==> src/rtl/hostaddr_lookup_ctrl_if.sv <==
// hostaddr_lookup_ctrl_if
// Bundles every signal between the host-address lookup controller and its
// neighbours: the config writer, the parser lookup requester and the table RAM.
//   cfg_wr_*  : config write request (valid/ready, addr, data)
//   lk_*      : lookup request (valid/ready, key[, mask]) and result (done/hit/index)
//   ram_*     : table RAM data/addr/we driven by the controller, q returned by the RAM
// Modports: slave = the controller, master = requesters plus RAM.
// Optional feature macro HOSTADDR_LOOKUP_MASK_EN adds the lk_mask signal.
interface hostaddr_lookup_ctrl_if #(
    parameter int ADDR_WIDTH = 2,
    parameter int DATA_WIDTH = 80
);
    logic                  cfg_wr_valid;
    logic                  cfg_wr_ready;
    logic [ADDR_WIDTH-1:0] cfg_wr_addr;
    logic [DATA_WIDTH-1:0] cfg_wr_data;

    logic                  lk_valid;
    logic                  lk_ready;
    logic [DATA_WIDTH-1:0] lk_key;
`ifdef HOSTADDR_LOOKUP_MASK_EN
    logic [DATA_WIDTH-1:0] lk_mask;
`endif
    logic                  lk_done;
    logic                  lk_hit;
    logic [ADDR_WIDTH-1:0] lk_index;

    logic [DATA_WIDTH-1:0] ram_data;
    logic [ADDR_WIDTH-1:0] ram_addr;
    logic                  ram_we;
    logic [DATA_WIDTH-1:0] ram_q;

    modport slave (
        input  cfg_wr_valid, cfg_wr_addr, cfg_wr_data,
        output cfg_wr_ready,
        input  lk_valid, lk_key,
`ifdef HOSTADDR_LOOKUP_MASK_EN
        input  lk_mask,
`endif
        output lk_ready, lk_done, lk_hit, lk_index,
        output ram_data, ram_addr, ram_we,
        input  ram_q
    );

    modport master (
        output cfg_wr_valid, cfg_wr_addr, cfg_wr_data,
        input  cfg_wr_ready,
        output lk_valid, lk_key,
`ifdef HOSTADDR_LOOKUP_MASK_EN
        output lk_mask,
`endif
        input  lk_ready, lk_done, lk_hit, lk_index,
        input  ram_data, ram_addr, ram_we,
        output ram_q
    );
endinterface

==> src/rtl/hostaddr_lookup_ctrl.sv <==
// hostaddr_lookup_ctrl
// Sole owner of the host-address table RAM (synchronous write, registered
// address read with one cycle of latency). In IDLE it forwards config writes
// straight to the RAM; a lookup request latches its key and scans every entry,
// returning the first matching index.
// Ports:
//   clk    : clock, all logic on posedge
//   rst_n  : asynchronous active-low reset
//   bus    : hostaddr_lookup_ctrl_if.slave (config write, lookup, RAM signals)
// Optional feature macro HOSTADDR_LOOKUP_MASK_EN: a per-lookup mask is latched
// with the key and only the masked bits take part in the compare.
module hostaddr_lookup_ctrl #(
    parameter int ADDR_WIDTH = 2,
    parameter int DATA_WIDTH = 80
) (
    input  logic                  clk,
    input  logic                  rst_n,
    hostaddr_lookup_ctrl_if.slave bus
);
    localparam int DEPTH = 1 << ADDR_WIDTH;
    localparam logic [ADDR_WIDTH-1:0] LAST_INDEX = ADDR_WIDTH'(DEPTH - 1);

    typedef enum logic [1:0] {IDLE, SCAN, DRAIN} state_e;

    state_e                state_q, state_d;
    logic [ADDR_WIDTH-1:0] scanCount_q, scanCount_d;
    logic [DATA_WIDTH-1:0] key_q, key_d;
`ifdef HOSTADDR_LOOKUP_MASK_EN
    logic [DATA_WIDTH-1:0] mask_q, mask_d;
`endif
    logic                  tagValid_q, tagValid_d;
    logic [ADDR_WIDTH-1:0] tagIndex_q, tagIndex_d;
    logic                  done_q, done_d;
    logic                  hit_q, hit_d;
    logic [ADDR_WIDTH-1:0] index_q, index_d;

    logic accept;
    logic tagMatch;
    logic finish;

    // Config write wins a same-cycle conflict, so a lookup is only taken
    // when no write is pending.
    assign accept = (state_q == IDLE) && bus.lk_valid && !bus.cfg_wr_valid;

    // The tag marks that ram_q holds the entry addressed one cycle earlier.
`ifdef HOSTADDR_LOOKUP_MASK_EN
    assign tagMatch = tagValid_q && (((bus.ram_q ^ key_q) & mask_q) == '0);
`else
    assign tagMatch = tagValid_q && (bus.ram_q == key_q);
`endif

    // DRAIN always resolves the lookup: either the last entry hits or it misses.
    assign finish = ((state_q == SCAN) && tagMatch) || (state_q == DRAIN);

    assign bus.lk_done  = done_q;
    assign bus.lk_hit   = hit_q;
    assign bus.lk_index = index_q;

    // State and datapath registers.
    always_ff @(posedge clk or negedge rst_n) begin
        if (!rst_n) begin
            state_q     <= IDLE;
            scanCount_q <= '0;
            key_q       <= '0;
`ifdef HOSTADDR_LOOKUP_MASK_EN
            mask_q      <= '0;
`endif
            tagValid_q  <= 1'b0;
            tagIndex_q  <= '0;
            done_q      <= 1'b0;
            hit_q       <= 1'b0;
            index_q     <= '0;
        end else begin
            state_q     <= state_d;
            scanCount_q <= scanCount_d;
            key_q       <= key_d;
`ifdef HOSTADDR_LOOKUP_MASK_EN
            mask_q      <= mask_d;
`endif
            tagValid_q  <= tagValid_d;
            tagIndex_q  <= tagIndex_d;
            done_q      <= done_d;
            hit_q       <= hit_d;
            index_q     <= index_d;
        end
    end

    // Next state: walk the counter through every entry, leave early on the
    // first tagged match, and spend one DRAIN cycle comparing the last entry.
    always_comb begin
        state_d     = state_q;
        scanCount_d = scanCount_q;
        key_d       = key_q;
`ifdef HOSTADDR_LOOKUP_MASK_EN
        mask_d      = mask_q;
`endif
        tagValid_d  = (state_q == SCAN);
        tagIndex_d  = scanCount_q;
        done_d      = finish;
        hit_d       = hit_q;
        index_d     = index_q;

        case (state_q)
            IDLE: begin
                if (accept) begin
                    state_d     = SCAN;
                    scanCount_d = '0;
                    key_d       = bus.lk_key;
`ifdef HOSTADDR_LOOKUP_MASK_EN
                    mask_d      = bus.lk_mask;
`endif
                end
            end
            SCAN: begin
                scanCount_d = scanCount_q + ADDR_WIDTH'(1);
                if (tagMatch) begin
                    state_d = IDLE;
                end else if (scanCount_q == LAST_INDEX) begin
                    state_d = DRAIN;
                end
            end
            DRAIN: begin
                state_d = IDLE;
            end
            default: begin
                state_d = IDLE;
            end
        endcase

        // Result registers only move when a lookup resolves, so they hold
        // between lk_done pulses.
        if (finish) begin
            hit_d   = tagMatch;
            index_d = tagMatch ? tagIndex_q : '0;
        end
    end

    // Outputs: handshakes and RAM port. Writes can only happen in IDLE,
    // which keeps the table stable for the whole scan.
    always_comb begin
        bus.cfg_wr_ready = 1'b0;
        bus.lk_ready     = 1'b0;
        bus.ram_we       = 1'b0;
        bus.ram_addr     = '0;
        bus.ram_data     = '0;

        case (state_q)
            IDLE: begin
                bus.cfg_wr_ready = 1'b1;
                bus.lk_ready     = !bus.cfg_wr_valid;
                bus.ram_we       = bus.cfg_wr_valid;
                bus.ram_addr     = bus.cfg_wr_addr;
                bus.ram_data     = bus.cfg_wr_data;
            end
            SCAN, DRAIN: begin
                bus.ram_addr = scanCount_q;
            end
            default: begin
                bus.ram_addr = '0;
            end
        endcase

        // Keep the RAM quiet while reset is held, whatever the requesters do.
        if (!rst_n) begin
            bus.ram_we   = 1'b0;
            bus.ram_addr = '0;
        end
    end
endmodule

==> src/flat_wrapper.sv <==
// flat-port wrapper written by rule: the top's interface ports become plain ports
module hostaddr_lookup_ctrl_flat 
#(
    parameter int ADDR_WIDTH = 2,
    parameter int DATA_WIDTH = 80
)
  (clk, rst_n, bus_cfg_wr_valid, bus_cfg_wr_addr, bus_cfg_wr_data, bus_cfg_wr_ready, bus_lk_valid, bus_lk_key, bus_lk_ready, bus_lk_done, bus_lk_hit, bus_lk_index, bus_ram_data, bus_ram_addr, bus_ram_we, bus_ram_q);
  hostaddr_lookup_ctrl_if #(.ADDR_WIDTH(ADDR_WIDTH), .DATA_WIDTH(DATA_WIDTH)) bus_i ();
  input  logic clk;
  input  logic rst_n;
  input wire logic [$bits(bus_i.cfg_wr_valid)-1:0] bus_cfg_wr_valid;
  input wire logic [$bits(bus_i.cfg_wr_addr)-1:0] bus_cfg_wr_addr;
  input wire logic [$bits(bus_i.cfg_wr_data)-1:0] bus_cfg_wr_data;
  output wire logic [$bits(bus_i.cfg_wr_ready)-1:0] bus_cfg_wr_ready;
  input wire logic [$bits(bus_i.lk_valid)-1:0] bus_lk_valid;
  input wire logic [$bits(bus_i.lk_key)-1:0] bus_lk_key;
  output wire logic [$bits(bus_i.lk_ready)-1:0] bus_lk_ready;
  output wire logic [$bits(bus_i.lk_done)-1:0] bus_lk_done;
  output wire logic [$bits(bus_i.lk_hit)-1:0] bus_lk_hit;
  output wire logic [$bits(bus_i.lk_index)-1:0] bus_lk_index;
  output wire logic [$bits(bus_i.ram_data)-1:0] bus_ram_data;
  output wire logic [$bits(bus_i.ram_addr)-1:0] bus_ram_addr;
  output wire logic [$bits(bus_i.ram_we)-1:0] bus_ram_we;
  input wire logic [$bits(bus_i.ram_q)-1:0] bus_ram_q;
  assign bus_i.cfg_wr_valid = bus_cfg_wr_valid;
  assign bus_i.cfg_wr_addr = bus_cfg_wr_addr;
  assign bus_i.cfg_wr_data = bus_cfg_wr_data;
  assign bus_cfg_wr_ready = bus_i.cfg_wr_ready;
  assign bus_i.lk_valid = bus_lk_valid;
  assign bus_i.lk_key = bus_lk_key;
  assign bus_lk_ready = bus_i.lk_ready;
  assign bus_lk_done = bus_i.lk_done;
  assign bus_lk_hit = bus_i.lk_hit;
  assign bus_lk_index = bus_i.lk_index;
  assign bus_ram_data = bus_i.ram_data;
  assign bus_ram_addr = bus_i.ram_addr;
  assign bus_ram_we = bus_i.ram_we;
  assign bus_i.ram_q = bus_ram_q;
  hostaddr_lookup_ctrl #(.ADDR_WIDTH(ADDR_WIDTH), .DATA_WIDTH(DATA_WIDTH)) u_core (.clk(clk), .rst_n(rst_n), .bus(bus_i));
endmodule
==> config.mk <==
export PLATFORM = sky130hd
export DESIGN_NAME = hostaddr_lookup_ctrl_flat
export DESIGN_NICKNAME = d
export VERILOG_FILES = /design/src/rtl/hostaddr_lookup_ctrl_if.sv /design/src/rtl/hostaddr_lookup_ctrl.sv /design/src/flat_wrapper.sv
export SDC_FILE = /design/constraint.sdc
export NUM_CORES = 1
export LEC_CHECK = 0
export CAP_MARGIN = 10
export CORE_AREA = 2 2 131 133
export CTS_BUF_LIST = sky130_fd_sc_hd__clkbuf_4 sky130_fd_sc_hd__clkbuf_8 sky130_fd_sc_hd__clkbuf_16
export CTS_CLUSTER_DIAMETER = 60
export CTS_CLUSTER_SIZE = 16
export DETAILED_ROUTE_END_ITERATION = 10
export DIE_AREA = 0 0 133 135
export PLACE_DENSITY = 0.73
export SLEW_MARGIN = 30
export SYNTH_ARGS = -nofsm -noshare
export SYNTH_HDL_FRONTEND = slang
export SYNTH_SLANG_ARGS = --single-unit
export TNS_END_PERCENT = 20
==> constraint.sdc <==
create_clock -name clk -period 1.9 [get_ports clk]
set_input_delay 0.19 -clock clk [delete_from_list [all_inputs] [get_ports clk]]
set_output_delay 0.19 -clock clk [all_outputs]
set_load 0.1 [all_outputs]
==> results.md, run 1 <==
* R2R depth at 8
* Mapped Cells at 445
* Post-layout worst setup margin at -0.2568 ns
* Flop pwr share at 21.6%
* Slowest-stage cell, CP: dfrtp_1
* Post-Place Setup Slack at -0.6658 ns
* Hold Vio Cnt, Final at 0
* Final Cycle Share at 113.5%
* Critical Path Max Stage Delay at 0.39 ns
* 1st-pass router iterations at 4
* Clock root cell: clkbuf_16
* R2R Path Start: u_core.key_q[53]$_DFFE_PN0P_
* Initial antenna violation count at 0
* Final Cell Area at 10190 um^2
* Clock-pin slew on the worst setup and hold paths at 0.07 ns
* Starting Density at 30.70%
* Clock Skews at 0.006871 ns
* Crit-path max FO at 4
* Final nets at 1053
* Leakage power at 4.303 nW
* Power per Cell Area at 1610 nW/um^2
* Row count at 47
* First-pass GRT wire length at 28.04 mm
* Port bufs at 334
* Post-detail-place hpwl at 15.47 mm
* Synth-to-layout area growth at 102.3%
* GPL Wtd Cong at 0.8428
* Io pins at 335
* CTS H-tree lvls at 3
* Starting DRT DRC Count at 118
* Placed inst area at 9741 um^2
* Family with the most delay on the worst path: simple AND/OR/NAND/NOR gates
* WHS Endpoint: u_core.key_q[40]$_DFFE_PN0P_
* Crit path DAT at 2.38 ns
* Pins Over Slew Limit at 0
* Total GRT Usage at 20.42%
* GRT overflow at 0
* DRC viols at 0
* DR vias at 4588
* Clock power share at 11.7%
* Critical path data required time at 2.12 ns
* CP Capture Type: flop
* Max Root-Sink Buffers at 2
* Core area at 16410 um^2
* Critical path, cell by cell: nor2b_4 -> a2111o_1 -> nor4_2 -> nand4_1 -> nor4_4 -> buf_4 -> mux2i_1 -> a211o_1
* Setup crit start kind: flop
* Ant diodes at 0
* CTS tree: built
* Final min period at 2.157 ns
* CTS sink cnt at 91
* Worst hold path type: primary input to flop
* Combinational Power Share at 66.7%
* Layout Cells excl Fill at 1026
* Share of layout cells above drive strength 1 at 34.49%
* CTS Buf Count at 9
* Hold depth at 2
* Net Sw Power at 0.007702 W
* Mapped Area at 5037 um^2
* Worst r2r dst: u_core.state_q[0]$_DFFE_PN0P_
* Worst-margin pin slew at 0.8140 ns
* RSZ-0062 raised after global routing: true
* Wirelength per Cell at 18.22 um
* Hold path startpoint: bus_lk_key[40]
* R2R Setup Slk at -0.26 ns
* Vias in the first global route at 5102
* Violated checks: setup timing
* Register area share after synthesis at 45.21%
* Critical path class: flop to flop
* Post-synth cell types at 41
* Syn. warnings at 0
* Sw frac at 46.94%
* Pint at 0.008706 W
* Vias per Instance at 4.472
* Cells after DPL at 1007
* Die height at 135 um
* Hold WS at 0.4532 ns
* Final Setup Violations at 34
* Max Cap Viol at 0
* Max VDD drop at 1.166 mV
* Clk_lat worst skew at 0.34 ns
* Synthesis-stage register bit count at 91
* Mapped Nets at 696
* Crit path buffers/inverters at 1
* Final antenna-violating net count at 0
* Largest net degree at the start of global routing at 65
* Syn Area/Cell at 11.32 um^2
* Worst slew margin at 45.73%
* Die Area at 17960 um^2
* Status: complete, but fails checks
* Routed wire length at 18.70 mm
* Horiz. Die Dim at 133 um
* Max Freq at 463.6 MHz
-- cells in the mapped netlist (all sizes together) --
library cell	n	share of area, %
o2111ai	6	1.0
o21a	2	0.30
or2b	1	0.17
a21boi	1	0.22
dfrtp	91	45
a22o	6	1.0
a221oi	2	0.35
and2b	1	0.15
buf	5	0.40
xor2	22	3.8
nor2b	4	0.79
nand2	4	0.30
a21oi	3	0.30
nand2b	18	2.2
nor3	1	0.099
mux2	80	18
ha	5	1.2
mux2i	1	0.20
and2	80	9.9
nand3	2	0.20
a2111oi	1	0.17
a22oi	2	0.30
a2111o	1	0.22
xnor2	29	5.0
o21ai	2	0.20
a211o	1	0.17
nor2	3	0.22
a222oi	1	0.20
clkbuf	13	0.97
and3	1	0.12
inv	27	2.0
nand4	10	1.2
o22ai	5	0.62
a32o	1	0.20
nor4	11	2.1
o221ai	1	0.17
a21o	1	0.15
-- cells by family (layout without fill, tap and decap cells) --
| family | after synthesis | in the layout | share of synthesized area (%) |
|---|---|---|---|
| flops | 91 | 91 | 45.21 |
| compound gates | 36 | 36 | 5.663 |
| mux | 81 | 81 | 18.08 |
| fa+ha+maj | 5 | 5 | 1.242 |
| xor+xnor | 51 | 51 | 8.867 |
| simple gates | 136 | 136 | 17.56 |
| buf+inv | 45 | 406 | 3.378 |
-- metal layers --
layer  vias to the layer above  track usage [%]  part of all wire (%)
li1                       2230                -                     -
met1                      2181            24.21                    40
met2                       157            36.90                    53
met3                        20            5.368                   5.8
met4                         0            5.018                   1.5
met5                         -                0                     0
-- placed cells by master, fill, tap and decap left out, drive strengths merged, types with 6 or more instances in the layout --
cell type	Yosys	layout
clkdlybuf4s50	0	244
and2	80	80
inv	27	28
xnor2	29	29
a22o	6	6
mux2	80	80
o2111ai	6	6
xor2	22	22
nand4	10	10
nand2b	18	18
clkbuf	13	10
dfrtp	91	91
nor4	11	11
buf	5	118
-- state kept, by name, indices dropped and copies added, names as in the netlist --
| signal | count |
|---|---|
| u_core.bus.lk_hit | 1 |
| u_core.tagValid_q | 1 |
| u_core.bus.lk_done | 1 |
| u_core.key_q | 80 |
| u_core.scanCount_q | 2 |
| u_core.state_q | 2 |
| u_core.bus.lk_index | 2 |
| u_core.tagIndex_q | 2 |
-- through the flow --
step,total power (W),utilization [%],setup TNS (ns)
2_1_floorplan,0.01018,-,-44.85
3_3_place_gp,0.01411,59.37,-3.332
3_5_place_dp,0.01432,59.37,-3.421
4_1_cts,0.01652,61.94,-3.370
5_1_grt,0.01711,62.12,-6.015
6_report,0.01641,62.12,-2.537
-- timing repair --
action                                 in CTS  in global routing
pin swaps                                  11                  8
resized for setup                           9                  7
setup endpoints to repair                  69                 56
endpoints found under the hold margin      27                  0
cloned                                      1                  0
setup buffers                               2                  0
hold buffers                                1                  0
-- layout make-up --
type                       instances  area [um^2]
inverter                          27        101.3
sequential                        91         2277
tap                              220        275.3
timing repair buffer             364         4488
clock buffer                      10        239.0
multi-input combinational        309         2726
fill                            1233         6215
clock inverter                     5        85.08
-- how the worst max path moves through the flow --
| stage | startpoint | end | slack, ns | depth (start not counted) |
|---|---|---|---|---|
| floorplan | u_core.state_q[0]$_DFFE_PN0P_ | u_core.key_q[0]$_DFFE_PN0P_ | -0.42 | 7 |
| global placement | bus_ram_q[28] | u_core.bus.lk_index[1]$_DFFE_PN0P_ | -0.64 | 8 |
| detailed placement | bus_ram_q[28] | u_core.bus.lk_index[0]$_DFFE_PN0P_ | -0.67 | 8 |
| CTS | u_core.key_q[53]$_DFFE_PN0P_ | u_core.state_q[0]$_DFFE_PN0P_ | -0.24 | 8 |
| global route | u_core.key_q[19]$_DFFE_PN0P_ | u_core.state_q[0]$_DFFE_PN0P_ | -0.40 | 8 |
| finish | u_core.key_q[53]$_DFFE_PN0P_ | u_core.state_q[0]$_DFFE_PN0P_ | -0.26 | 8 |
-- power by group through the flow --
| stage | combinational [W] | sequential [W] | clock [W] |
|---|---|---|---|
| 6_report | 0.0109 | 0.00354 | 0.00192 |
| 5_1_grt | 0.0114 | 0.00365 | 0.00206 |
| 2_1_floorplan | 0.00675 | 0.00343 | 0 |
| 3_3_place_gp | 0.0106 | 0.00351 | 0 |
| 4_1_cts | 0.0110 | 0.00354 | 0.00199 |
| 3_5_place_dp | 0.0107 | 0.00357 | 0 |
Power figures use the tool's default switching activity.
==> run 2, diff against run 1 <==
Settings changed: CORE_AREA 2 2 131 133 to default, CORE_UTILIZATION from default to 25, DIE_AREA 0 0 133 135 to default, PLACE_DENSITY 0.73 to default, PLACE_DENSITY_LB_ADDON from default to 0.08.
==> results.md, run 2 (synthesis gave the netlist of run 1 again) <==
* Pins Over Slew Limit at 0
* Layout Utilization at 53.09%
* Status: complete, but fails checks
* Clock root cell: clkbuf_16
* Core area at 19590 um^2
* Met2 usage at 30.64%
* Crit-path max FO at 4
* Largest net degree at the start of global routing at 92
* M3 GR Usage at 5.965%
* Critical path data required time at 2.13 ns
* CTS tree: built
* Final Setup Violations at 46
* Die Area at 20720 um^2
* Horiz. Die Dim at 144.0 um
* M1 GR Usage at 19.08%
* Max Freq at 484.0 MHz
* Final min period at 2.066 ns
* Max Root-Sink Buffers at 2
* Clock Skews at 0.006935 ns
* Io pins at 335
* Worst-margin pin slew at 0.5000 ns
* Setup crit start kind: flop
* Max Cap Viol at 0
* Post-layout worst setup margin at -0.1663 ns
* Leakage power at 4.382 nW
* Slowest-stage cell, CP: dfrtp_1
* CTS sink cnt at 91
* Starting Density at 25.71%
* Post-Route Setup TNS at -1.566 ns
* Most common cell after layout, fill and taps aside: clkdlybuf4s50_1
* First-pass GRT wire length at 26.29 mm
* Crit path DAT at 2.30 ns
* Share of layout cells above drive strength 1 at 36.45%
* Post-detail-place hpwl at 14.59 mm
* Critical Path Max Stage Delay at 0.37 ns
* Starting DRT DRC Count at 97
* Synth-to-layout area growth at 106.5%
* Worst slew margin at 66.67%
* Layout Cells excl Fill at 1088
* Violated checks: setup timing
* Critical path, cell by cell: buf_4 -> nand2b_1 -> o2111ai_1 -> a2111oi_4 -> nand4_1 -> nor4_4 -> buf_4 -> mux2i_1 -> a211o_1
* Initial antenna violation count at 1
* Cell mode on critical path: buf_4
* Vias per Instance at 4.238
* Vias in the first global route at 4940
* Row count at 51
* Hold Vio Cnt, Final at 0
* Top Usage Layer GRT: met2
* Clock-pin slew on the worst setup and hold paths at 0.07 ns
* CP Capture Type: flop
* Die height at 144.0 um
* RSZ-0062 raised after global routing: true
* Fillcell total at 1736
* CTS H-tree lvls at 3
* Most frequent cells in the layout: 244 x clkdlybuf4s50_1, 91 x buf_12, 91 x dfrtp_1
* Clk_lat worst skew at 0.35 ns
* Critical path class: flop to flop
* CTS Buf Count at 9
* Hold depth at 2
* GRT overflow at 0
* GPL Wtd Cong at 0.8067
* Largest reg by FF count: u_core.key_q
* Max reg flops at 80
* R2R depth at 9
* Power per Cell Area at 1573 nW/um^2
* 1st-pass router iterations at 4
* Max VDD drop at 1.085 mV
* Final nets at 1069
* Post-Place Setup Slack at -0.7126 ns
* Ant diodes at 0
* Port bufs at 334
* Total power at 0.01636 W
* Cells after DPL at 1065
* Worst hold path type: primary input to flop
* DR vias at 4611
* Wirelength per Cell at 16.57 um
* Final Cycle Share at 108.8%
* Routed wire length at 18.02 mm
* Final antenna-violating net count at 0
* Total GRT Usage at 17.05%
* DRC viols at 0
-- run 2: cell count changes in the layout (fill, tap and decap cells not counted), sizes merged --
| cell | before | now |
|---|---|---|
| clkinv | 1 | 2 |
| bufinv | 2 | 0 |
| clkbuf | 10 | 9 |
| buf | 118 | 134 |
| inv | 28 | 31 |
-- run 2: critical path: cells and delay by family, from the launching register on --
kind	cells	cell delay (ns)
and+or+nand+nor	3	0.60
muxes	1	0.07
buffers and inverters	2	0.29
AOI/OAI and AO/OA	3	0.61
DFF	1	0.37
-- run 2: final timing paths --
path	startpoint	end	slack, ns
worst min register to register	u_core.scanCount_q[1]$_DFFE_PN0P_	u_core.tagIndex_q[1]$_DFF_PN0_	0.45
worst max-delay path	u_core.key_q[6]$_DFFE_PN0P_	u_core.state_q[0]$_DFFE_PN0P_	-0.17
max in group asynchronous	rst_n	u_core.key_q[23]$_DFFE_PN0P_	0.97
worst min-delay path	bus_lk_key[71]	u_core.key_q[71]$_DFFE_PN0P_	0.45
min in group asynchronous	rst_n	u_core.state_q[0]$_DFFE_PN0P_	0.56
worst max register to register	u_core.key_q[6]$_DFFE_PN0P_	u_core.state_q[0]$_DFFE_PN0P_	-0.17
-- run 2: report_power, final --
part / internal (W) / switching (W) / total (W)
clock network: 0.000911 / 0.000830 / 0.00174
logic: 0.00482 / 0.00629 / 0.0111
registers: 0.00288 / 0.000628 / 0.00351
-- run 2: cell type report --
class / count / area [um^2] / share of cell area [%]
inverter: 27 / 101.3 / 0.9745
clock buffer: 9 / 225.2 / 2.166
sequential: 91 / 2277 / 21.90
multi-input combinational: 309 / 2776 / 26.70
clock inverter: 7 / 58.81 / 0.5654
timing repair buffer: 380 / 4629 / 44.51
tap: 265 / 331.6 / 3.188
-- run 2: what timing repair did --
item	4_1_cts	5_1_grt
cloned	1	0
setup buffers	4	1
pin swaps	17	10
setup endpoints to repair	87	89
gates resized for setup	16	9
hold buffers	1	0
hold endpoints to repair	91	0
-- run 2: per-stage QoR --
step | hold slack (ns) | cell area [um^2]
floorplan | -0.1056 | 5152
global placement | 0.3252 | 9907
detailed placement | 0.3302 | 9907
CTS | 0.4341 | 10330
global route | 0.4329 | 10400
finish | 0.4487 | 10400
-- run 2: per-layer routing --
layer	vias up	wire length, um
li1	2268	-
met1	2174	6897
met2	148	9546
met3	19	1341
met4	2	225
met5	-	13
==> run 3, diff against run 2 <==
Settings changed: ABC_AREA from default to 1.
==> results.md, run 3 <==
* Status: complete, but fails checks
* Violated checks: setup timing
* Top cells by area, synth: dfrtp_1 37%, nand2_1 27%, inv_1 12%
* Max Freq at 517.6 MHz
* Synthesis-stage register bit count at 91
* Final antenna-violating net count at 0
* Yosys top cell area share at 37.40%
* Final Cycle Share at 101.7%
* Most common cell after layout, fill and taps aside: nand2_1
* Post-synth cell types at 30
* Syn. warnings at 0
* Syn Area/Cell at 6.082 um^2
* Total GRT Usage at 21.61%
* Total power at 0.01875 W
* Final min period at 1.932 ns
* Critical path data required time at 1.71 ns
* Synth Flop Type: dfrtp_1
* Mapped Area at 6088 um^2
* First-pass GRT wire length at 39.49 mm
* Share of layout cells above drive strength 1 at 20.25%
* Io pins at 335
* Core area at 23680 um^2
* Largest net degree at the start of global routing at 92
* Crit path DAT at 1.74 ns
* Critical path, cell by cell: inv_2 -> ha_4 -> buf_4 -> nand2_2 -> a211oi_4 -> buf_12
* Critical path class: flop to output pin
* Clock-pin slew on the worst setup and hold paths at 0.07 ns
* Max Cap Viol at 0
* Asr flop ratio synth at 100.0%
* Vias per Instance at 4.232
* Mapped Cells at 1001
* Port bufs at 334
* Top-count cell post-synth: nand2_1
* Mapped Nets at 1252
* Worst hold path type: primary input to flop
* Most frequent cells in the layout: 407 x nand2_1, 244 x clkdlybuf4s50_1, 131 x inv_1
* Hold Vio Cnt, Final at 0
* Max VDD drop at 1.107 mV
* EDFF count, synth at 0
* Final Setup Violations at 1
* Top post-synthesis cells by count: 434 x nand2_1, 194 x inv_1, 91 x dfrtp_1, 69 x nor2_1, 60 x o21ai_0
* Power per Cell Area at 1625 nW/um^2
* Routed wire length at 27.12 mm
* Max Root-Sink Buffers at 2
* Clock Skews at 0.008351 ns
* Setup crit start kind: flop
* Worst slew margin at 59.98%
* CTS H-tree lvls at 3
* Pins Over Slew Limit at 0
* GPL Wtd Cong at 0.9384
* Initial antenna violation count at 2
* Die Area at 24980 um^2
* Crit-path max FO at 8
* CTS Buf Count at 9
* CP Capture Type: output pin
* DRC viols at 0
* Largest reg by FF count: u_core.key_q
* Synth-to-layout area growth at 89.52%
* Die height at 158.1 um
* GRT overflow at 0
* Hold WS at 0.3615 ns
* Wirelength per Cell at 16.12 um
* Crit path buffers/inverters at 3
* Critical Path Max Stage Delay at 0.40 ns
* Starting DRT DRC Count at 428
* Vias in the first global route at 7043
* Leakage power at 5.922 nW
* Slowest-stage cell, CP: dfrtp_1
* Starting Density at 25.71%
* Row count at 56
* Final nets at 1609
* Family with the most delay on the worst path: buffers and inverters
* Horiz. Die Dim at 158.1 um
* Layout Cells excl Fill at 1683
* CTS tree: built
* Synth area leader: dfrtp_1
* CTS sink cnt at 91
* DR vias at 7122
* Clock root cell: clkbuf_16
* Cells after DPL at 1654
* Clk_lat worst skew at 0.36 ns
* RSZ-0062 raised after global routing: true
* Post-detail-place hpwl at 22.29 mm
* Post-layout worst setup margin at -0.03199 ns
* Layout Utilization at 48.72%
* Worst-margin pin slew at 0.6003 ns
* 1st-pass router iterations at 5
* Max reg flops at 80
* Register area share after synthesis at 37.40%
-- run 3: cell count changes in the layout (fill, tap and decap cells not counted), moves of 48 or more --
cell	delta
nor2_1	+67
inv_1	+107
o21ai_0	+48
nand2_1	+404
mux2_2	-80
inv_2	+76
-- run 3: layout make-up --
class / count / area, um^2
flip-flops and latches: 91 / 2277
clock buffers: 11 / 252.7
repair buffers: 372 / 4653
inverters: 218 / 838.3
diodes: 1 / 2.502
clock inverters: 5 / 61.31
well taps: 319 / 399.1
fillers: 2459 / 12140
multi-input cells: 666 / 3054
-- run 3: path summary, 6_finish.rpt --
kind | depth (start not counted) | slack, ns | startpoint | to
worst max-delay path | 6 | -0.03 | u_core.state_q[1]$_DFFE_PN0P_ | bus_ram_addr[1]
worst min-delay path | 3 | 0.36 | bus_lk_key[4] | u_core.key_q[4]$_DFFE_PN0P_
worst max register to register | 10 | 0.07 | u_core.state_q[1]$_DFFE_PN0P_ | u_core.key_q[76]$_DFFE_PN0P_
worst min register to register | 2 | 0.45 | u_core.tagIndex_q[1]$_DFF_PN0_ | u_core.bus.lk_index[1]$_DFFE_PN0P_
max in group asynchronous | 3 | 0.89 | rst_n | u_core.key_q[38]$_DFFE_PN0P_
min in group asynchronous | 3 | 0.47 | rst_n | u_core.key_q[31]$_DFFE_PN0P_
-- run 3: routing by layer --
metal  GRT usage (%)  part of all wire [%]
met2           37.09                    49
met3           6.351                   7.5
met1           26.96                    43
met4           3.663                  0.77
met5               0                 0.048
-- run 3: worst min-delay path, delay by kind of cell --
kind	cells	cell delay [ns]
buf+inv	1	0.39
simple gates	2	0.10
-- run 3: metrics by stage --
stage               area (um^2)  worst slack, ns   TNS, ns
finish                    11540         -0.03199  -0.03199
global route              11540          -0.1020    -2.458
CTS                       11280         -0.06572    -2.007
detailed placement        10870          -0.1590   -0.6098
global placement          10870          -0.1546   -0.5574
floorplan                  6226          -0.2983    -42.33
-- run 3: kinds of logic after synthesis --
logic type	after synthesis	synth area share [%]
AO/OA/AOI/OAI	83	6.967
XOR/XNOR	12	1.726
adder cells (fa/ha/maj)	5	1.028
buffers and inverters	244	15.35
flip-flops	91	37.40
multiplexers	1	0.1644
AND/OR/NAND/NOR	565	37.36
-- run 3: repair_timing --
item | in CTS | in global routing
buffers inserted | 3 | 3
endpoints found under the hold margin | 91 | 0
gates resized for setup | 0 | 107
pin swaps | 1 | 2
hold buffers | 1 | 0
cloned | 2 | 3
endpoints found under the setup margin | 62 | 98
-- run 3: report_power, final --
| part | leakage (nW) | switching (W) | internal, W |
|---|---|---|---|
| Clock | 0.144 | 0.000825 | 0.00109 |
| Sequential | 1.14 | 0.000562 | 0.00286 |
| Combinational | 4.64 | 0.00853 | 0.00488 |
| Total | 5.92 | 0.00992 | 0.00883 |
